**config.mk**
```make
export PLATFORM = sky130hd
export DESIGN_NAME = seg7_scan_reader
export DESIGN_NICKNAME = d
export VERILOG_FILES = /design/src/rtl/seg7_pkg.sv /design/src/rtl/seg7_pattern_to_bcd.sv /design/src/rtl/seg7_scan_reader.sv
export SDC_FILE = /design/constraint.sdc
export NUM_CORES = 1
export LEC_CHECK = 0
export BUFFER_PORTS_ARGS = -buffer_cell sky130_fd_sc_hd__buf_2
export CORE_MARGIN = 4
export CORE_UTILIZATION = 61
export DETAILED_ROUTE_END_ITERATION = 10
export PLACE_DENSITY_LB_ADDON = 0.05
export SETUP_SLACK_MARGIN = 0.1
export SLEW_MARGIN = 10
export SYNTH_ARGS = -nofsm -noshare
export SYNTH_HDL_FRONTEND = slang
export SYNTH_SLANG_ARGS = --single-unit
```
**constraint.sdc**
```tcl
create_clock -name CLOCK_50 -period 4.9 [get_ports CLOCK_50]
set_clock_uncertainty 0.1 [all_clocks]
set_input_delay 0.245 -clock CLOCK_50 [delete_from_list [all_inputs] [get_ports CLOCK_50]]
set_output_delay 0.245 -clock CLOCK_50 [all_outputs]
set_load 0.05 [all_outputs]
```
**src/rtl/seg7_pkg.sv**
```systemverilog
// Shared 7-segment definitions: active-low segment patterns (SEG[0]=a .. SEG[6]=g)
// and the special nibble codes used by the scan reader.
package seg7_pkg;

    localparam logic [0:6] SEG_0     = 7'b0000001;
    localparam logic [0:6] SEG_1     = 7'b1001111;
    localparam logic [0:6] SEG_2     = 7'b0010010;
    localparam logic [0:6] SEG_3     = 7'b0000110;
    localparam logic [0:6] SEG_4     = 7'b1001100;
    localparam logic [0:6] SEG_5     = 7'b0100100;
    localparam logic [0:6] SEG_6     = 7'b0100000;
    localparam logic [0:6] SEG_7     = 7'b0001111;
    localparam logic [0:6] SEG_8     = 7'b0000000;
    localparam logic [0:6] SEG_9     = 7'b0000100;
    localparam logic [0:6] SEG_BLANK = 7'b1111111;

    localparam logic [3:0] NIB_BLANK = 4'hF;
    localparam logic [3:0] NIB_ERR   = 4'hE;

    typedef enum logic {
        ST_EMPTY,
        ST_FULL
    } out_state_t;

endpackage

```
**src/rtl/seg7_pattern_to_bcd.sv**
```systemverilog
// Combinational inverse decoder: active-low segment pattern to BCD nibble.
// Blank maps to NIB_BLANK without error; anything unrecognised maps to NIB_ERR.
module seg7_pattern_to_bcd
    import seg7_pkg::*;
(
    input  logic [0:6] seg,
    output logic [3:0] nibble,
    output logic       err
);

    always_comb begin
        nibble = NIB_ERR;
        err    = 1'b1;
        case (seg)
            SEG_0:     begin nibble = 4'd0;      err = 1'b0; end
            SEG_1:     begin nibble = 4'd1;      err = 1'b0; end
            SEG_2:     begin nibble = 4'd2;      err = 1'b0; end
            SEG_3:     begin nibble = 4'd3;      err = 1'b0; end
            SEG_4:     begin nibble = 4'd4;      err = 1'b0; end
            SEG_5:     begin nibble = 4'd5;      err = 1'b0; end
            SEG_6:     begin nibble = 4'd6;      err = 1'b0; end
            SEG_7:     begin nibble = 4'd7;      err = 1'b0; end
            SEG_8:     begin nibble = 4'd8;      err = 1'b0; end
            SEG_9:     begin nibble = 4'd9;      err = 1'b0; end
            SEG_BLANK: begin nibble = NIB_BLANK; err = 1'b0; end
            default:   begin nibble = NIB_ERR;   err = 1'b1; end
        endcase
    end

endmodule

```
**src/rtl/seg7_scan_reader.sv**
```systemverilog
// Recovers BCD digits from a scanned active-low 7-segment bus and hands out
// completed frames over valid/ready; frames arriving while one is pending are dropped.
module seg7_scan_reader
    import seg7_pkg::*;
#(
    parameter int NDIG   = 4,
    parameter int STABLE = 4
) (
    input  logic                CLOCK_50,
    input  logic                RESET_N,
    input  logic [0:6]          SEG,
    input  logic [NDIG-1:0]     DIG_N,
    input  logic                READY,
    output logic [4*NDIG-1:0]   BCD,
    output logic [NDIG-1:0]     ERR,
    output logic                VALID,
    output logic                OVERRUN
);

    localparam int              SW      = NDIG + 7;
    localparam logic [NDIG-1:0] DIG_ONE = NDIG'(1);

    logic [SW-1:0]      samp, samp_prev;
    logic [3:0]         cnt, cnt_next;
    logic [NDIG-1:0]    samp_dig, dig_low, cap_mask, seen;
    logic [0:6]         samp_seg;
    logic               hold, dig_onehot, capture, frame_done;
    logic [3:0]         dec_nib;
    logic               dec_err;
    logic [4*NDIG-1:0]  shadow_bcd;
    logic [NDIG-1:0]    shadow_err;
    out_state_t         state, state_next;
    logic               load, overrun_next;

    assign samp_dig   = samp[SW-1:7];
    assign samp_seg   = samp[6:0];
    assign dig_low    = ~samp_dig;
    assign dig_onehot = (dig_low != '0) && ((dig_low & (dig_low - DIG_ONE)) == '0);
    assign hold       = (samp == samp_prev);

    // Capture fires once per hold, on the edge where the run length reaches STABLE.
    always_comb begin
        cnt_next = 4'd1;
        if (hold) begin
            cnt_next = (cnt >= 4'(STABLE)) ? cnt : cnt + 4'd1;
        end
    end

    assign capture    = hold && (cnt == 4'(STABLE - 1)) && dig_onehot;
    assign cap_mask   = capture ? dig_low : '0;
    assign frame_done = &seen;

    seg7_pattern_to_bcd u_dec (
        .seg    (samp_seg),
        .nibble (dec_nib),
        .err    (dec_err)
    );

    always_ff @(posedge CLOCK_50 or negedge RESET_N) begin
        if (!RESET_N) begin
            samp       <= '0;
            samp_prev  <= '0;
            cnt        <= '0;
            seen       <= '0;
            shadow_bcd <= '0;
            shadow_err <= '0;
        end else begin
            samp      <= {DIG_N, SEG};
            samp_prev <= samp;
            cnt       <= cnt_next;
            seen      <= (frame_done ? '0 : seen) | cap_mask;
            for (int i = 0; i < NDIG; i++) begin
                if (cap_mask[i]) begin
                    shadow_bcd[4*i +: 4] <= dec_nib;
                    shadow_err[i]        <= dec_err;
                end
            end
        end
    end

    // A completed frame is accepted when empty, or when the held frame is taken on the same edge.
    always_comb begin
        state_next   = state;
        load         = 1'b0;
        overrun_next = 1'b0;
        case (state)
            ST_EMPTY: begin
                if (frame_done) begin
                    load       = 1'b1;
                    state_next = ST_FULL;
                end
            end
            ST_FULL: begin
                if (READY) begin
                    if (frame_done) begin
                        load = 1'b1;
                    end else begin
                        state_next = ST_EMPTY;
                    end
                end else if (frame_done) begin
                    overrun_next = 1'b1;
                end
            end
            default: state_next = ST_EMPTY;
        endcase
    end

    always_ff @(posedge CLOCK_50 or negedge RESET_N) begin
        if (!RESET_N) begin
            state   <= ST_EMPTY;
            BCD     <= '0;
            ERR     <= '0;
            OVERRUN <= 1'b0;
        end else begin
            state   <= state_next;
            OVERRUN <= overrun_next;
            if (load) begin
                BCD <= shadow_bcd;
                ERR <= shadow_err;
            end
        end
    end

    assign VALID = (state == ST_FULL);

endmodule

```
* Yosys cells after proc, flatten, opt, wreduce, memory -nomap -nowiden
Cells that the tools add are included.
** Word-level totals
- Register bits after elaboration :: 72
- Input bits :: 14
- Output and inout bits :: 22
- Logic and storage cells :: 57
** Operators by class
- $add $sub $neg :: 2
- Order comparisons :: 1
- Equal/unequal tests :: 13
- Mux-type cells :: 13
- Bitwise logic cells :: 4
- Reduce and logical (&&, ||, !) cells :: 8
** Operator list (number)
- 4-bit case mux with 11 select lines :: 1
- 7-bit equality test, second input constant :: 3
- 4-bit 2-to-1 mux :: 4
- 7-bit by 3-bit equality test with 1-bit output, second input constant :: 2
- 7-bit by 6-bit equality test with 1-bit output, second input constant :: 2
- 11-bit equality test :: 1
- 11-bit OR reduction :: 1
- 7-bit by 1-bit equality test with 1-bit output, second input constant :: 1
- 7-bit by 4-bit equality test with 1-bit output, second input constant :: 1
- 7-bit by 5-bit equality test with 1-bit output, second input constant :: 1
- 7-bit logical NOT :: 1
- 1-bit 2-to-1 mux :: 6
- 4-bit by 1-bit adder with 4-bit output, second input constant :: 1
- 4-bit AND :: 1
- 4-bit by 2-bit equality test with 1-bit output, second input constant :: 1
- 4-bit by 3-bit greater-or-equal comparator with 1-bit output, second input constant :: 1
- 4-bit logical NOT :: 1
- 4-bit NOT :: 1
- 4-bit OR :: 1
- 1-bit case mux with 2 select lines :: 2
- 4-bit AND reduction :: 1
- 4-bit nonzero test :: 1
- 4-bit by 1-bit subtractor with 4-bit output, second input constant :: 1
- 1-bit logical AND :: 3
- other kinds (2) :: 2

* Depth between registers and ports, before layout
Gate-level depths: netlist (run 1).
- Depth in word-level cells :: 8
- Gate-level depth with buffers :: 6

* Cells and area by module
Synthesis (run 1) repeated with hierarchy kept, for this count alone.
** Unflattened totals
- Cells, all modules :: 197
- Area total of the unflattened synthesis :: 2917.8 µm²
** Modules (own cells, without submodules)
- seg7_scan_reader :: instances 1, cells each 159, area each 2638.8 µm², sequential area each 1801.7 µm²
- seg7_pattern_to_bcd :: instances 1, cells each 38, area each 279.0 µm², sequential area each 0.0 µm²

* Least setup slack after synthesis (run 1)
Ideal clock, no wire load.
- Path type :: reg2reg
- Start point :: reg cnt[0]
- End point :: reg shadow_bcd[14]
- Arrival :: 1.868 ns
- Required time :: 4.675 ns
- Path slack :: 2.807 ns
- Stages on the path, launching flop included :: 7
- Path buffers :: 0
- Clock period less this slack :: 2.093 ns
- Path through :: dfrtp_1 ha_1 or3b_1 nor4_2 o2111ai_4 nor2_4 mux2_2
** Between the ends
- Longest elaborated chain between the ends :: 4
** Ends and longest elaborated chain
- start: declaration :: RTL line seg7_scan_reader.sv:24 : logic [3:0] cnt, cnt_next;
- start signal: assignment :: RTL line seg7_scan_reader.sv:70 : cnt <= cnt_next;
- 4-bit by 2-bit equality test with 1-bit output :: RTL line seg7_scan_reader.sv:49 : assign capture = hold && (cnt == 4'(STABLE - 1)) && dig_onehot;
- 1-bit logical AND (2 in series) :: RTL line seg7_scan_reader.sv:49
- 4-bit 2-to-1 mux :: RTL line seg7_scan_reader.sv:50 : assign cap_mask = capture ? dig_low : '0;
- end signal: indexed assignment :: RTL line seg7_scan_reader.sv:74 : shadow_bcd[4*i +: 4] <= dec_nib;
- end: declaration :: RTL line seg7_scan_reader.sv:30 : logic [4*NDIG-1:0] shadow_bcd;
No other way between the ends.
A chain may end at the register's enable or synchronous reset.

* Final worst setup path (run 1)
- Start point :: reg samp[3]
- End point :: reg shadow_bcd[10]
** Between the ends
- Longest elaborated chain between the ends :: 4
- Elaborated cells between the ends (all ways) :: 16
** Ends and longest elaborated chain
- start: declaration :: RTL line seg7_scan_reader.sv:23 : logic [SW-1:0] samp, samp_prev;
- start signal: assignment :: RTL line seg7_scan_reader.sv:68 : samp <= {DIG_N, SEG};
- 11-bit equality test :: RTL line seg7_scan_reader.sv:39 : assign hold = (samp == samp_prev);
- 1-bit logical AND (2 in series) :: RTL line seg7_scan_reader.sv:49
- 4-bit 2-to-1 mux :: RTL line seg7_scan_reader.sv:50
Parallel ways exist; a longest one is shown, timed or not.

==> results of run 1 <==
==> flip-flops by register name, indices dropped and copies added, names as in the netlist <==
register and flops:
shadow_err 4, ERR 4, cnt 4, samp 11, shadow_bcd 16, VALID 1, BCD 16, samp_prev 11
OVERRUN 1, seen 4
==> cells in the mapped netlist, types with 3 or more instances <==
cell      n
o21ai_0   3
dfrtp_1  72
mux2_1    4
a21o_1    4
nand4_1   3
mux2_2   34
xor2_1   13
nor4_1    3
buf_2     3
nor2_4    4
nand2_1   8
nand3_1   3
nor2_1    7
==> kinds of logic after synthesis <==
logic type,after synthesis
AOI/OAI and AO/OA,17
xor gates and xnor gates,14
adders and majority gates,1
buffers and inverters,8
DFF,72
muxes,41
and+or+nand+nor,50
==> routing by layer <==
layer / vias up / part of all wire
met3: 9 / 0.035
met5: - / 0
met4: 0 / 0.014
met2: 43 / 0.51
met1: 864 / 0.44
li1: 820 / -
==> stage by stage <==
stage	setup WS, ns	instance area [um2]	hold WS, ns
after global placement	2.678	3153	0.2536
after floorplan	2.807	2948	-0.1506
after CTS	2.604	3432	0.04807
after global routing	2.466	3432	0.08691
after detailed placement	2.650	3153	0.2544
final	2.604	3432	0.02260
==> power groups by stage <==
| stage | logic (W) | registers [W] | clock network, W |
|---|---|---|---|
| finish | 0.0000490 | 0.000618 | 0.000418 |
| global route | 0.0000555 | 0.000619 | 0.000463 |
| CTS | 0.0000497 | 0.000618 | 0.000433 |
| floorplan | 0.0000302 | 0.000621 | 0 |
| detailed placement | 0.0000429 | 0.000629 | 0 |
| global placement | 0.0000408 | 0.000628 | 0 |
==> worst max-delay path, stage by stage, from the launching register on <==
cell       delay [ns]
dfrtp_1          0.57
nand4_1          0.23
or4b_4           0.59
nand3_1          0.14
o2111ai_1        0.22
mux2_2           0.34
==> cell usage in the layout, fill, tap and decap left out, types with 2 or more instances in the layout <==
| master | n |
|---|---|
| nand3_1 | 3 |
| nor4_1 | 3 |
| dlygate4sd3_1 | 11 |
| buf_2 | 35 |
| a21o_1 | 4 |
| a21oi_1 | 2 |
| or3b_2 | 2 |
| nor2b_1 | 2 |
| and3_1 | 2 |
| clkbuf_8 | 9 |
| xor2_1 | 13 |
| mux2_1 | 4 |
| clkbuf_1 | 4 |
| or2_2 | 2 |
| dfrtp_1 | 72 |
| mux2_2 | 34 |
| nand2_1 | 8 |
| o21ai_0 | 3 |
| nand4_1 | 3 |
| mux2_4 | 2 |
| nor4_4 | 2 |
| nor2_4 | 4 |
| nor2_1 | 7 |
| buf_4 | 2 |
==> worst max-delay path by stage <==
stage,end,slack (ns),cells after the start
detailed placement,shadow_bcd[14],2.65,6
finish,shadow_bcd[10],2.60,5
CTS,shadow_bcd[14],2.60,6
global placement,shadow_bcd[14],2.68,6
floorplan,shadow_bcd[14],2.81,6
global route,shadow_bcd[14],2.47,5
==> final cells by class <==
type,instances,share of cell area
flip-flops and latches,72,0.5250
multi-input cells,123,0.3186
repair buffers,48,0.08750
clock buffers,13,0.04047
well taps,54,0.01969
clock inverters,1,0.008750
==> flow_summary_export.csv, run 1 <==
group,metric,value,unit
power,finalPower,0.001086,W
yosys,syn-num-nets,218,
clocking,root_buffer,"clkbuf_8",
run,drv_cap,0,
layout,seqCellArea,0.001802,mm2
clocking,postCtsSetupBuffers,0,
setup_path,critPathLaunchType,"flop",
global_route,busiest_layer,"met2",
drt,routed_wl,5.101,mm
yosys,post-synth-top-area-fraction,0.6112,
yosys,synth_cell_types,46,
power,swShare,0.2124,
yosys,ys_seq_area_frac,0.6112,
sta,slew_violations,0,
sta,relSlewSlack,0.4254,
clocking,htreeDepth,3,
outcome,outcome,"finished, final reports clean",
drt,vias_per_cell,5.582,
die,die-width,77.52,um
die,initial_core_util,0.6283,
global_route,grt_util_met3,0.03480,
yosys,synthCells,203,
clocking,cts.clk_slew.worst_paths,0.07,ns
power,p_leak,1.726,nW
power,pwr-share-clk,0.385,
power,intPower,0.0008552,W
yosys,synth_compound_area_frac,0.04754,
setup_path,r2r-end,"shadow_bcd[10]",
place,dp.cells,286,
place,gp_congestion,0.8218,
layout,drive_above_1_share,0.3774,
clocking,cts_tree,"done",
setup_path,critical_path_required,5.01,ns
drt,drt_iter0_drc,106,
hold_path,hp-class,"input pin to async pin",
drt,via_count,1736,
layout,area_delta_synth_final,16.43,%
sta,rsz0062_at_grt,"false",
setup_path,cp-end-kind,"flop",
place,dp_hpwl,3.563,mm
setup_path,critPathArrivalTime,2.41,ns
layout,diodes,0,
layout,final_cells,311,
drt,antenna_left,0,
global_route,antenna_found_initial,0,
clocking,numClockSinks,72,
sta,tns,0,ns
yosys,synth_edf_count,0,
layout,post-route-util,0.7315,
setup_path,cp_max_fo,11,
yosys,ys.flop_type,"dfrtp_1",
yosys,synth_xor_area_frac,0.04160,
yosys,synth-simple-area-share,0.1188,
setup_path,crit_type,"flop to flop",
global_route,grt_pass1_vias,1834,
clocking,hold_buffers,11,
clocking,ctsResizeCount,0,
layout,multi_input_area,0.001094,mm2
clocking,clk_latency,0.33,ns
die,die_h,77.52,um
layout,nets,269,
yosys,synthMuxAreaShare,0.1587,
sta,setup_viol,0,
sta,hold_viol_final,0,
yosys,avgSynthCellArea,14.52,um2
die,rows,25,
power,power.density,316.4,mW/mm2
drt,wl_per_cell,16.40,um
power,switchingPower,0.0002306,W
die,die-area,0.006009,mm2
yosys,netlist_area,0.002948,mm2
yosys,yosys.area.top_type,"dfrtp_1",
yosys,synth_area_leaders,"dfrtp_1, mux2_2, xor2_1",
power,ir_drop,209.2,uV
drt,dr.pass1.iters,4,
setup_path,reg2reg_slack,2.60,ns
sta,finalCriticalPeriod,2.296,ns
global_route,grt-ovfl-total,0,
setup_path,rr_startpoint,"samp[3]",
sta,layout_worst_path_cycle_share,0.4686,
global_route,grt_use_met2,0.3074,
drt,route.detailed.drc,0,
power,p_seq_frac,0.569,
setup_path,startpoint,"samp[3]",
clocking,numCtsBuffers,9,
yosys,ys_seq_elements,72,
place,portBuffers,35,
sta,max_freq,0.4355,GHz
die,pin_count,36,
yosys,synthAdderAreaFrac,0.004244,
setup_path,reg2reg_depth,5,
yosys,ys_warn_count,0,
yosys,synth_top_family_by_area,"multiplexers",
global_route,grt_use_total,0.1943,
sta,worstMarginPinSlew,0.8619,ns
yosys,synth_async_sr_flop_share,1.000,
die,core_area,0.004692,mm2
global_route,grt_pass1_wl,9.135,mm
layout,nFillCells,301,
global_route,met1_usage,0.2594,
clocking,clock_path_buffers,2,
global_route,grt_max_degree,73,
power,comb_power_share,0.045,
(Power assumes the default switching activity.)
==> inputs of run 2 (changes only) <==
ABC_AREA = 1   (was default)
CORE_UTILIZATION = 57   (was 61)
clock period = 2.19 ns   (was 4.9 ns; I/O delays follow)
==> run 2 against run 1 <==
  * Non-clock buffer count is 3 higher
  * Sequential power rose by 120%
  * Design area increased by 4.6%
  * Clock power increased by 110%
  * Global-route usage grew 1.2 points
  * Total power increased by 120%
  * Final cell count increased by 54%
  * Worst setup slack worse by 2.3 ns
  * Register-to-register slack worse by 2.3 ns
  * Critical path type unchanged
  * Combinational power rose by 150%
  * Sequential share of layout area is 2.3 points lower
==> flow_summary_export.csv, run 2 <==
group,metric,value,unit
outcome,outcome,"finished, final reports clean",
sta,rsz0062_at_grt,"false",
die,core_area,0.005140,mm2
yosys,ys_seq_area_frac,0.5958,
clocking,clock_path_buffers,2,
drt,via_count,2264,
layout,nets,418,
clocking,cts_tree,"done",
yosys,synth_area_leaders,"dfrtp_1, nand2_1, nand3_1",
global_route,grt_pass1_vias,2211,
die,die-area,0.006535,mm2
layout,nFillCells,435,
drt,route.detailed.drc,0,
yosys,ys_warn_count,0,
layout,diodes,0,
yosys,synth_edf_count,0,
power,ir_drop,568.9,uV
yosys,synth_async_sr_flop_share,1.000,
die,initial_core_util,0.5884,
layout,reg.largest.list,"BCD (16), shadow_bcd (16)",
sta,relSlewSlack,0.5714,
yosys,synthMuxAreaShare,0,
yosys,post-synth-top-area-fraction,0.5958,
clocking,numCtsBuffers,9,
setup_path,max_stage_delay,0.43,ns
clocking,root_buffer,"clkbuf_8",
yosys,synth_compound_area_frac,0.01531,
drt,wl_per_cell,11.81,um
sta,slew_violations,0,
yosys,avgSynthCellArea,8.715,um2
global_route,grt_max_degree,37,
sta,worst_slack,0.3419,ns
clocking,cts.clk_slew.worst_paths,0.07,ns
sta,max_freq,0.5411,GHz
place,dp_hpwl,4.054,mm
layout,final_cell_mix,"nand2_1, dfrtp_1, buf_2, nand3_1, nor2_1",
layout,seqCellArea,0.001802,mm2
drt,routed_wl,5.644,mm
drt,vias_per_cell,4.736,
drt,antenna_left,0,
clocking,htreeDepth,3,
setup_path,cpLargestDelayFamily,"simple AND/OR/NAND/NOR gates",
yosys,synthCells,347,
yosys,synthAdderAreaFrac,0.004137,
layout,layout_commonest_cell,"nand2_1",
die,pin_count,36,
die,rows,26,
yosys,synth_xor_area_frac,0.01738,
power,power.density,665.7,mW/mm2
yosys,synth_top_family_by_area,"simple AND/OR/NAND/NOR gates",
setup_path,crit_type,"flop to flop",
sta,tns,0,ns
die,die-width,80.84,um
setup_path,cpMostUsedCell,"nand2_1",
sta,layout_worst_path_cycle_share,0.8439,
sta,setup_viol,0,
setup_path,crit_chain,"xnor2_1, nand2_1, nor2_4, nand4_1, nand2_1, nand2_1",
yosys,netlist_area,0.003024,mm2
setup_path,critPathLaunchType,"flop",
yosys,synth_cell_types,19,
place,gp_congestion,0.8477,
layout,multi_input_area,0.001077,mm2
sta,finalCriticalPeriod,1.848,ns
setup_path,cp_max_fo,7,
sta,hold_viol_final,0,
hold_path,hp-class,"input pin to async pin",
yosys,ys.flop_type,"dfrtp_1",
setup_path,cp-end-kind,"flop",
global_route,grt_pass1_wl,10.14,mm
global_route,grt-ovfl-total,0,
layout,area_delta_synth_final,18.70,%
yosys,synth_most_common_cell,"nand2_1",
setup_path,crit_buf_inv,0,
global_route,antenna_found_initial,0,
clocking,clk_latency,0.34,ns
global_route,grt_use_total,0.2063,
place,place_worst_setup_slack,0.3720,ns
drt,dr.pass1.iters,4,
die,die_h,80.84,um
yosys,ys_seq_elements,72,
clocking,ctsResizeCount,0,
layout,drive_above_1_share,0.1642,
setup_path,critPathArrivalTime,1.97,ns
yosys,ys_top_cells_by_count,"nand2_1, dfrtp_1, nand3_1, nor2_1, inv_1",
place,portBuffers,35,
power,p_leak,2.019,nW
setup_path,crit_slowest_cell,"dfrtp_1",
yosys,syn-num-nets,362,
drt,drt_iter0_drc,180,
yosys,yosys.area.top_type,"dfrtp_1",
yosys,synth-simple-area-share,0.3194,
run,drv_cap,0,
sta,worstMarginPinSlew,0.6413,ns
clocking,numClockSinks,72,
setup_path,critical_path_required,2.31,ns
-- run 2: changes by cell type after synthesis, moves of 3 or more --
| cell | change |
|---|---|
| nand3_1 | +29 |
| nand2_1 | +140 |
| a21o_1 | -4 |
| mux2_1 | -4 |
| xnor2_1 | +4 |
| xor2_1 | -12 |
| mux2_2 | -34 |
| clkbuf_1 | +3 |
| nor2_1 | +23 |
| nor4_1 | -3 |
| inv_1 | +27 |
| inv_2 | +5 |
-- run 2: logic make-up (layout without fill, tap and decap cells) --
kind of cell | Yosys count | after routing
xor gates and xnor gates | 6 | 6
AOI/OAI and AO/OA | 7 | 7
adders and majority gates | 1 | 1
DFF | 72 | 72
buffers and inverters | 38 | 99
and+or+nand+nor | 223 | 223
-- run 2: area by class of cell --
class                   instances  area share
flip-flops and latches         72      0.5019
multi-input cells             237      0.3001
repair buffers                 51     0.09411
clock buffers                  12     0.04043
inverters                      32     0.03346
well taps                      70     0.02440
clock inverters                 4    0.005577
-- run 2: repair_timing --
| action | in CTS | in global routing |
|---|---|---|
| hold buffers | 12 | 0 |
| hold endpoints to repair | 31 | 0 |
| setup buffers | 0 | 0 |
-- run 2: report_power, final --
| group | leakage, nW | internal [W] | switching [W] |
|---|---|---|---|
| Sequential | 0.950 | 0.00135 | 0.0000232 |
| Clock | 0.0899 | 0.000435 | 0.000461 |
| Combinational | 0.979 | 0.0000493 | 0.0000713 |
-- run 2: final timing paths --
path                       depth (start not counted)    start             end  slack [ns]
max in group asynchronous                          3  RESET_N         samp[3]        1.23
min                                                2  RESET_N          cnt[3]        0.17
min reg2reg                                        2   BCD[8]          BCD[8]        0.37
min in group CLOCK_50                              5    READY           VALID        0.18
max                                                6  samp[1]  shadow_bcd[13]        0.34
max reg2reg                                        6  samp[1]  shadow_bcd[13]        0.34
-- run 2: layer usage --
metal | track usage | wire (um) | up-vias
li1 | - | - | 1180
met1 | 0.2855 | 2651 | 1032
met2 | 0.3177 | 2637 | 43
met3 | 0.03659 | 231 | 9
met4 | 0.09628 | 123 | 0
met5 | 0 | 0 | -
-- run 2: worst reg2reg max path: cells and delay by family, from the launching register on --
kind / cells / cell delay (ns)
flops: 1 / 0.43
xor+xnor: 1 / 0.27
simple gates: 5 / 0.92
-- run 2: per-stage QoR --
stage | utilization | total power [W] | instances | instance area (um2) | hold slack (ns)
after floorplan | - | 0.001448 | 347 | 3024 | -0.2861
after global placement | 0.6429 | 0.001503 | 450 | 3304 | 0.003283
after detailed placement | 0.6429 | 0.001505 | 450 | 3304 | 0.004219
after CTS | 0.6984 | 0.002405 | 478 | 3590 | 0.1720
after global routing | 0.6984 | 0.002488 | 478 | 3590 | 0.2052
final | 0.6984 | 0.002390 | 478 | 3590 | 0.1661
==> inputs of run 3 (changes only) <==
clock period = 1.75 ns   (was 2.19 ns; I/O delays follow)
==> run 3 against run 2 <==
  * Total power is 33% higher
  * Register-to-register slack lost 0.27 ns
  * Highest routed layer unchanged
  * Wire length is 7.5% higher
  * Via count grew 5.7%
  * Non-clock buffer count is 17 higher
  * Worst hold slack improved by 0.027 ns
  * Worst setup slack got worse by 0.27 ns
  * Sequential power is 26% higher
  * Critical path depth up 4
  * Die area did not move
  * Final cell count grew 3.6%
==> flow_summary_export.csv, run 3 (synthesis results as in run 2) <==
group,metric,value,unit
outcome,outcome,"finished, final reports clean",
setup_path,cp-end-kind,"flop",
place,dp_hpwl,4.007,mm
clocking,numClockSinks,72,
clocking,clk_latency,0.34,ns
layout,reg.largest.list,"BCD (16), shadow_bcd (16)",
run,drv_cap,0,
clocking,root_buffer,"clkbuf_8",
power,pwr-share-clk,0.404,
drt,drt_iter0_drc,114,
setup_path,crit_chain,"nand2_1, nand2_1, nor2_1, nand2_1, nor2_4, buf_4, buf_6, buf_4, nand2_2, a21oi_2",
sta,worstMarginPinSlew,0.3812,ns
sta,max_freq,0.5969,GHz
place,portBuffers,35,
layout,final_cells,495,
die,core_area,0.005140,mm2
layout,area_delta_synth_final,26.19,%
setup_path,crit_type,"flop to flop",
die,pin_count,36,
die,die_h,80.84,um
global_route,grt_use_total,0.2085,
global_route,antenna_found_initial,0,
power,switchingPower,0.0007492,W
global_route,met1_usage,0.2839,
clocking,clock_path_buffers,2,
setup_path,cpMostUsedCell,"nand2_1",
drt,routed_wl,6.069,mm
global_route,grt-ovfl-total,0,
layout,nFillCells,417,
clocking,cts_tree,"done",
hold_path,hp-class,"input pin to async pin",
setup_path,critical_path_required,1.91,ns
setup_path,max_stage_delay,0.45,ns
place,dp.cells,455,
drt,antenna_left,0,
die,die-width,80.84,um
sta,finalCriticalPeriod,1.675,ns
global_route,grt_util_met3,0.05432,
global_route,grt_use_met2,0.3202,
global_route,grt_pass1_wl,10.41,mm
power,comb_power_share,0.054,
setup_path,r2r-end,"cnt[1]",
layout,final_cell_mix,"nand2_1, dfrtp_1, buf_2, nand3_1, inv_1",
drt,wl_per_cell,12.26,um
layout,drive_above_1_share,0.2565,
place,gp_congestion,0.8639,
drt,vias_per_cell,4.832,
setup_path,reg2reg_slack,0.07,ns
power,intPower,0.002420,W
drt,dr.pass1.iters,4,
layout,post-route-util,0.7425,
clocking,numCtsBuffers,9,
die,rows,26,
sta,rsz0062_at_grt,"true",
sta,relSlewSlack,0.7458,
power,ir_drop,836.7,uV
power,p_seq_frac,0.543,
sta,hold_viol_final,0,
setup_path,reg2reg_depth,10,
die,initial_core_util,0.5884,
setup_path,cpLargestDelayFamily,"simple AND/OR/NAND/NOR gates",
sta,layout_worst_path_cycle_share,0.9573,
setup_path,rr_startpoint,"samp[4]",
setup_path,critPathLaunchType,"flop",
global_route,grt_pass1_vias,2318,
setup_path,cp_max_fo,6,
setup_path,crit_slowest_cell,"dfrtp_2",
power,p_leak,2.109,nW
drt,route.detailed.drc,0,
power,power.density,830.5,mW/mm2
die,die-area,0.006535,mm2
layout,layout_commonest_cell,"nand2_1",
global_route,busiest_layer,"met2",
global_route,grt_max_degree,73,
layout,nets,435,
sta,tns,0,ns
power,swShare,0.2364,
clocking,cts.clk_slew.worst_paths,0.07,ns
drt,via_count,2392,
setup_path,crit_buf_inv,3,
setup_path,critPathArrivalTime,1.84,ns
sta,setup_viol,0,
clocking,htreeDepth,3,
layout,diodes,0,
sta,slew_violations,0,
## run 3: cell types whose count changed in the layout (fill, tap and decap cells not counted), moves of 2 or more
cell        before  now
clkinv_2         4    2
nand3_1         32   30
nor2_1          30   25
nand2_2          0    5
nand2_1        148  143
buf_4            3   18
clkinv_4         0    2
nor2_2           0    5
clkbuf_1         2    0
dfrtp_2          0    9
nand3_2          0    2
clkinvlp_4       0    2
dfrtp_1         72   63
## run 3: per-layer routing
metal | up-vias | part of all wire | wire length (um)
met3 | 8 | 0.043 | 258
met5 | - | 0 | 0
li1 | 1214 | - | -
met2 | 48 | 0.48 | 2916
met4 | 0 | 0.015 | 91
met1 | 1122 | 0.46 | 2803
## run 3: power by group through the flow
stage / sequential, W / combinational, W / clock (W)
finish: 0.00172 / 0.000170 / 0.00128
global placement: 0.00175 / 0.000132 / 0
floorplan: 0.00174 / 0.0000674 / 0
global route: 0.00172 / 0.000193 / 0.00139
CTS: 0.00172 / 0.000157 / 0.00131
detailed placement: 0.00175 / 0.000134 / 0
## run 3: final cells by class
class                   instances  area (um2)  share of cell area
flip-flops and latches         72        1813              0.4751
multi-input cells             237        1127              0.2954
repair buffers                 68       471.7              0.1236
clock buffers                   9       123.9             0.03246
inverters                      32       120.1             0.03148
well taps                      70       87.58             0.02295
clock inverters                 7       72.57             0.01902
## run 3: worst max path at each step
| stage | start | end | slack [ns] | cells after the start |
|---|---|---|---|---|
| 2_1_floorplan | cnt[0] | shadow_bcd[10] | 0.29 | 8 |
| 3_3_place_gp | samp[10] | shadow_bcd[4] | 0.05 | 8 |
| 3_5_place_dp | samp[10] | shadow_bcd[7] | 0.01 | 8 |
| 4_1_cts | samp[5] | shadow_bcd[5] | 0.10 | 10 |
| 5_1_grt | samp[4] | cnt[1] | -0.07 | 10 |
| 6_report | samp[4] | cnt[1] | 0.07 | 10 |
## run 3: tightest hold or removal path: stages
cell	delay [ns]
dlygate4sd3_1	0.52
buf_2	0.12
buf_12	0.31
## run 3: per-stage QoR
step / power, W / setup WS (ns) / cell area (um2) / hold WS, ns
floorplan: 0.001812 / 0.2880 / 3024 / -0.3081
global placement: 0.001881 / 0.04754 / 3342 / 0.04195
detailed placement: 0.001885 / 0.01051 / 3342 / 0.04130
CTS: 0.003185 / 0.1026 / 3709 / 0.2059
global route: 0.003309 / -0.07144 / 3816 / 0.2305
finish: 0.003169 / 0.07472 / 3816 / 0.1929
## run 3: timing repair
| item | 4_1_cts | 5_1_grt |
|---|---|---|
| setup endpoints to repair | 22 | 27 |
| gates resized for setup | 2 | 24 |
| setup buffers | 5 | 6 |
| hold buffers | 13 | 0 |
| pin swaps | 4 | 7 |
| endpoints found under the hold margin | 85 | 0 |
